===== src/rtl/uart_rx_fifo.sv =====
// uart_rx_fifo: receive buffer between the UART receiver and its consumer.
// Optional BREAK storage: define UART_RX_FIFO_BREAK_EN.
//
// Ports:
//   clk, reset         clock, synchronous active-high reset
//   uart_rx_valid      1-cycle pulse, character received
//   uart_rx_data       received character
//   uart_rx_break      character is a BREAK
//   m_valid/m_ready    output stream handshake
//   m_data, m_break    head entry (zero when m_valid=0)
//   level              stored entries, 0..DEPTH
//   almost_full        level >= ALMOST_FULL
//   overrun            sticky drop flag
//   overrun_clr        clears overrun (a same-edge drop wins)
module uart_rx_fifo #(
  parameter int PAYLOAD_BITS = 8,
  parameter int DEPTH        = 16,
  parameter int ALMOST_FULL  = 12
) (
  input  logic                      clk,
  input  logic                      reset,
  input  logic                      uart_rx_valid,
  input  logic [PAYLOAD_BITS-1:0]   uart_rx_data,
  input  logic                      uart_rx_break,
  output logic                      m_valid,
  input  logic                      m_ready,
  output logic [PAYLOAD_BITS-1:0]   m_data,
  output logic                      m_break,
  output logic [$clog2(DEPTH):0]    level,
  output logic                      almost_full,
  output logic                      overrun,
  input  logic                      overrun_clr
);

  localparam int AW = $clog2(DEPTH);
  localparam int LW = AW + 1;

`ifdef UART_RX_FIFO_BREAK_EN
  localparam int EW = PAYLOAD_BITS + 1;
`else
  localparam int EW = PAYLOAD_BITS;
`endif

  logic [EW-1:0] r_mem [DEPTH];
  logic [AW-1:0] r_wr_ptr;
  logic [AW-1:0] r_rd_ptr;
  logic [LW-1:0] r_level;
  logic          r_overrun;

  logic          w_push_req;
  logic          w_pop;
  logic          w_full;
  logic          w_wr;
  logic          w_drop;
  logic [EW-1:0] w_wdata;
  logic [EW-1:0] w_head;

`ifdef UART_RX_FIFO_BREAK_EN
  assign w_push_req = uart_rx_valid;
  assign w_wdata    = {uart_rx_break, uart_rx_data};
`else
  // BREAK characters are never stored in this build
  assign w_push_req = uart_rx_valid & ~uart_rx_break;
  assign w_wdata    = uart_rx_data;
`endif

  assign m_valid = (r_level != '0);
  assign w_pop   = m_valid & m_ready;
  assign w_full  = (r_level == LW'(DEPTH));
  // a pop on the same edge frees the slot for a push at full
  assign w_wr    = w_push_req & (~w_full | w_pop);
  assign w_drop  = w_push_req & w_full & ~w_pop;

  always_ff @(posedge clk) begin
    if (w_wr && !reset) begin
      r_mem[r_wr_ptr] <= w_wdata;
    end
  end

  always_ff @(posedge clk) begin
    if (reset) begin
      r_wr_ptr <= '0;
      r_rd_ptr <= '0;
      r_level  <= '0;
    end else begin
      if (w_wr) begin
        r_wr_ptr <= r_wr_ptr + 1'b1;
      end
      if (w_pop) begin
        r_rd_ptr <= r_rd_ptr + 1'b1;
      end
      unique case ({w_wr, w_pop})
        2'b10:   r_level <= r_level + 1'b1;
        2'b01:   r_level <= r_level - 1'b1;
        default: r_level <= r_level;
      endcase
    end
  end

  always_ff @(posedge clk) begin
    if (reset) begin
      r_overrun <= 1'b0;
    end else if (w_drop) begin
      r_overrun <= 1'b1;
    end else if (overrun_clr) begin
      r_overrun <= 1'b0;
    end
  end

  assign w_head      = r_mem[r_rd_ptr];
  assign m_data      = m_valid ? w_head[PAYLOAD_BITS-1:0] : '0;
`ifdef UART_RX_FIFO_BREAK_EN
  assign m_break     = m_valid & w_head[PAYLOAD_BITS];
`else
  assign m_break     = 1'b0;
`endif
  assign level       = r_level;
  assign almost_full = (r_level >= LW'(ALMOST_FULL));
  assign overrun     = r_overrun;

endmodule


===== config.mk =====
export PLATFORM = sky130hd
export DESIGN_NAME = uart_rx_fifo
export DESIGN_NICKNAME = d
export VERILOG_FILES = /design/src/rtl/uart_rx_fifo.sv
export SDC_FILE = /design/constraint.sdc
export NUM_CORES = 1
export LEC_CHECK = 0
export CORE_UTILIZATION = 39
export DETAILED_ROUTE_END_ITERATION = 10
export HOLD_SLACK_MARGIN = 0.12
export SLEW_MARGIN = 20
export SYNTH_ARGS = -nofsm -noshare
export SYNTH_HDL_FRONTEND = slang
export SYNTH_SLANG_ARGS = --single-unit

===== constraint.sdc =====
create_clock -name clk -period 2.9 [get_ports clk]
set_input_delay 0.725 -clock clk [delete_from_list [all_inputs] [get_ports clk]]
set_output_delay 0.725 -clock clk [all_outputs]
set_load 0.1 [all_outputs]

# == Word-level counts from Yosys, hierarchy flattened ==
# Memory sizes are Yosys's and may differ from the RTL's. A register that Yosys moved wholly into a read port is not among the register bits.
# Cells that the tools add are included.
# word_totals
latchBits,0
mem_bits_rw,128
mem_bits_ro,0
n_memories,1
ff_bits,14
# mem_list
name,words,width,rd,rd_ports_with_merged_regs,wr,line,source
r_mem,16,8,1,1,1,44,logic [EW-1:0] r_mem [DEPTH];
# classes
reduce_logical,5
n_addsub,4
n_mux,8
mul,0
n_lt_le_gt_ge,1
eq_ne,3
bitwise,9
n_div,0
n_shift,0
# ops
cell,count
$pmux W5 S2,1
$add A4 B1 Y4 const B,2
$mux W4,2
$mux W8,1
$add A5 B1 Y5 const B,1
$and A1 B1 Y1,5
$eq A5 B5 Y1 const B,1
$ge A5 B4 Y1 const B,1
$reduce_bool A5 Y1,1
$sub A5 B1 Y5 const B,1
$mux W1,4
$reduce_bool A2 Y1,2
$not A1 Y1,3
$eq A2 B1 Y1 const B,1
$eq A2 B2 Y1 const B,1
$logic_and A1 B1 Y1,1
$logic_not A1 Y1,1
$or A1 B1 Y1,1

# == Longest topological paths before layout ==
# depth
ltp_word,7
depth_mapped,9
ltp_nobuf,8

# == Worst setup path before layout ==
# Ideal clock, no wire load.
# synth_path
kind,register to output
from,register r_level[2] (netlist: level[2])
to,output port m_data[6]
slack_ns,-1.889
path_buffers,1
t_arrival_ns,4.064
required_ns,2.175
stages_incl_launch_ff,7
cell_sequence,dfxtp_1 buf_2 or4_4 nor2_1 inv_1 nand2_1 o22ai_1
# synth_via
elab_chain_cells,2
# synth_rtl
element,line,source
"start, declared",47,logic [LW-1:0] r_level;
"start signal, assigned",93,2'b10: r_level <= r_level + 1'b1;
"start signal, assigned",94,2'b01: r_level <= r_level - 1'b1;
"start signal, assigned",95,default: r_level <= r_level;
$reduce_bool A5 Y1,67,assign m_valid = (r_level != '0);
named net m_valid,25,"output logic m_valid,"
$mux W8,111,assign m_data = m_valid ? w_head[PAYLOAD_BITS-1:0] : '0;
"end, declared",27,"output logic [PAYLOAD_BITS-1:0] m_data,"
# The timed path passes the listed nets, and every way through them passes these cells.

# == Final worst setup path ==
# layout_path
from,register r_level[0] (netlist: level[0])
to,output port m_data[6]
# layout_via
elab_chain_cells,2
# layout_rtl
element,line
$reduce_bool A5 Y1,67
$mux W8,111
# Every way passes these cells.

==> impl_metrics.csv <==
group,metric,value,unit
drt,drtIter0Drc,243,
clock_tree,cts_inserted_buffers,17,
place,gp_congestion,0.817,
critical_path,path_max_fanout,8,
power_and_ir_drop,power_leakage,0.00244,uW
critical_path,crit_chain,"or4_4 > nor2_4 > clkinvlp_4 > nand2b_4 > buf_12 > o22ai_4 > buf_12",
sta,layout_min_cycle_time,2910,ps
synthesis,synthFlopType,"edfxtp_1",
flow_run,drv_cap,0,
drt,routed_wl,11900,microns
die,die_h,125,microns
die,die_w,125,microns
synthesis,synth_most_common_cell,"edfxtp_1",
synthesis,yosys.area.top_type,"edfxtp_1",
outcome,violations,"setup timing",
clock_tree,clk_pin_slew_worst_paths,60,ps
place,io_buffers,29,
global_routing,grt_overflow,0,
power_and_ir_drop,p_total,7750,uW
synthesis,synthTopCellsByArea,"edfxtp_1 (65%), mux4_2 (12%), dfxtp_1 (6.1%)",
synthesis,synth_edf_count,128,
die,ios,31,
finish,design_area,7530,sq um
sta,setup_viol,3,
critical_path,crit_required,2170,ps
drt,dr.pass1.iters,6,
clock_tree,cts_htree_levels,4,
worst_hold_path,hold_path_class,"flip-flop to flip-flop",
synthesis,synth_nets,346,
die,start_util,40.4,%
place,dpl.hpwl,7270,microns
clock_tree,clk_path_buf_depth,2,
die,rows,44,
finish,areaGrowthSynthToFinish,27.3,%
sta,tns,-13.7,ps
clock_tree,clk_latency,420,ps
finish,fill_cells,1208,
critical_path,crit_slowest_cell,"or4_4",
power_and_ir_drop,peakVddDrop,0.000806,V
drt,remaining_drc_errors,0,
synthesis,ys_seq_area_share,71.1,%
sta,tightest_slew,582,ps
finish,antennaDiodeCount,0,
synthesis,ys_ff_latch,146,
critical_path,critPathKind,"flip-flop to output pin",
critical_path,cp-start-kind,"flip-flop",
global_routing,antenna_found_initial,0,
sta,drv_slew,0,
synthesis,yosysWarnings,0,
sta,fin_ws,-10.7,ps
global_routing,grt_pass1_wl,18500,microns
critical_path,cp_common_cell,"buf_12",
synthesis,synth_top_area_share,65.0,%
critical_path,slowest_delay,550,ps
drt,avgViaCountPerCell,5.34,
die,die-area,15700,sq um
global_routing,grt_pass1_vias,3253,
place,pre_cts_ws,27.3,ps
synthesis,ys_types,42,
drt,drt-wirelength-per-cell,20.1,microns
drt,num_vias,3165,
finish,layout.nets,417,
sta,max_freq,344,MHz
outcome,status,"finished with violations",
sta,post-route-period-util,100,%
drt,ant_nets,0,
global_routing,grt_max_degree,33,
synthesis,syn_avg_cell_area,18.1,sq um
critical_path,worst-path-buf-inv,3,
synthesis,synthArstFlopShare,0,%
die,coreArea,14600,sq um
power_and_ir_drop,p_per_area,1030,nW/um^2
synthesis,synth_common_cells,"edfxtp_1 (128), nor2_1 (33), mux4_2 (32)",
clock_tree,cts_tree,"done",
global_routing,grt_use_total,16.4,%
sta,clock_skew,15.7,ps
finish,post_route_cells_drive_above_1_share,35.5,%
synthesis,synthesis.area,5910,sq um
critical_path,cp_top_family,"simple AND/OR/NAND/NOR gates",
sta,relSlewSlack,61.0,%
sta,rsz0062_at_grt,"true",
place,placed_area,6840,sq um
critical_path,crit_arrival,2190,ps
sta,finalHoldViolCount,0,
critical_path,crit_path_end_kind,"output pin",
clock_tree,clock-root-buffer,"clkbuf_16",
synthesis,syn_inst,326,
clock_tree,clock_sinks,146,
[metal layers]
layer	vias up	routed length (microns)	global-route usage [%]
met3	6	514	3.81
li1	1443	-	-
met5	-	0	0
met1	1632	5060	19.8
met4	0	85	7.68
met2	84	6260	28.1
[cell families (layout without fill, tap and decap cells)]
| family | after synthesis | after routing | share of synthesized area, % |
|---|---|---|---|
| AO/OA/AOI/OAI | 27 | 27 | 3.58 |
| XOR/XNOR | 7 | 7 | 1.04 |
| adder cells (fa/ha/maj) | 6 | 6 | 1.27 |
| buffers and inverters | 22 | 105 | 1.71 |
| flip-flops | 146 | 146 | 71.1 |
| multiplexers | 54 | 54 | 16.0 |
| other | 1 | 1 | 0.0634 |
| AND/OR/NAND/NOR | 63 | 63 | 5.23 |
[metrics by stage]
step | util (%) | std cells | hold WS [ps]
2_1_floorplan | - | 326 | 468
6_report | 51.4 | 593 | 510
5_1_grt | 51.4 | 593 | 543
3_5_place_dp | 46.7 | 553 | 481
4_1_cts | 51.1 | 590 | 506
3_3_place_gp | 46.7 | 553 | 486
[state kept, by name (all words and copies together), names as in the netlist, named ones only]
register / flops
level: 5
overrun: 1
r_mem: 128
r_wr_ptr: 4
r_rd_ptr: 4
[area by class of cell]
class | count | area (sq um) | area share [%]
multi-input combinational | 158 | 1770 | 23.5
tap | 184 | 230 | 3.06
inverter | 6 | 26.3 | 0.349
clock buffer | 18 | 429 | 5.70
clock inverter | 13 | 144 | 1.91
timing repair buffer | 68 | 711 | 9.44
sequential | 146 | 4220 | 56.0
[final timing paths]
| path | slack (ps) | to | startpoint | cells after the start |
|---|---|---|---|---|
| worst max register to register | 320 | level[4] | level[0] | 9 |
| worst max-delay path | -10 | m_data[6] | level[0] | 7 |
| worst min-delay path | 510 | overrun | overrun | 2 |
| worst min register to register | 510 | overrun | overrun | 2 |
[power breakdown]
group	leakage (uW)	internal [uW]	switching (uW)
clock	0.000275	1330	789
sequential	0.00130	2350	63.2
combinational	0.000859	1330	1890
total	0.00244	5010	2740
[cell usage in the layout (no fill, tap or decap), types with 8 or more instances in the layout]
cell type,synthesis,layout
buf_4,1,42
dfxtp_1,18,13
clkdlybuf4s50_1,0,13
mux4_2,32,32
edfxtp_1,128,128
nor2_1,33,32
buf_12,0,12
o22ai_4,0,8
mux2i_1,18,12
clkbuf_16,0,18
[worst reg2reg max path, delay by kind of cell, from the launching register on]
family / cells / cell delay, ps
and+or+nand+nor: 3 / 810
AOI/OAI and AO/OA: 2 / 470
DFF: 1 / 340
muxes: 1 / 330
adders and majority gates: 1 / 210
buffers and inverters: 1 / 180
xor gates and xnor gates: 1 / 110
[timing repair]
item	CTS	global route
cloned	0	1
endpoints found under the hold margin	0	0
setup endpoints to repair	8	8
resized for setup	7	0
hold buffers	0	0
pin swaps	8	3
setup buffers	6	2
No activity file was read; power rests on OpenSTA's default activity.
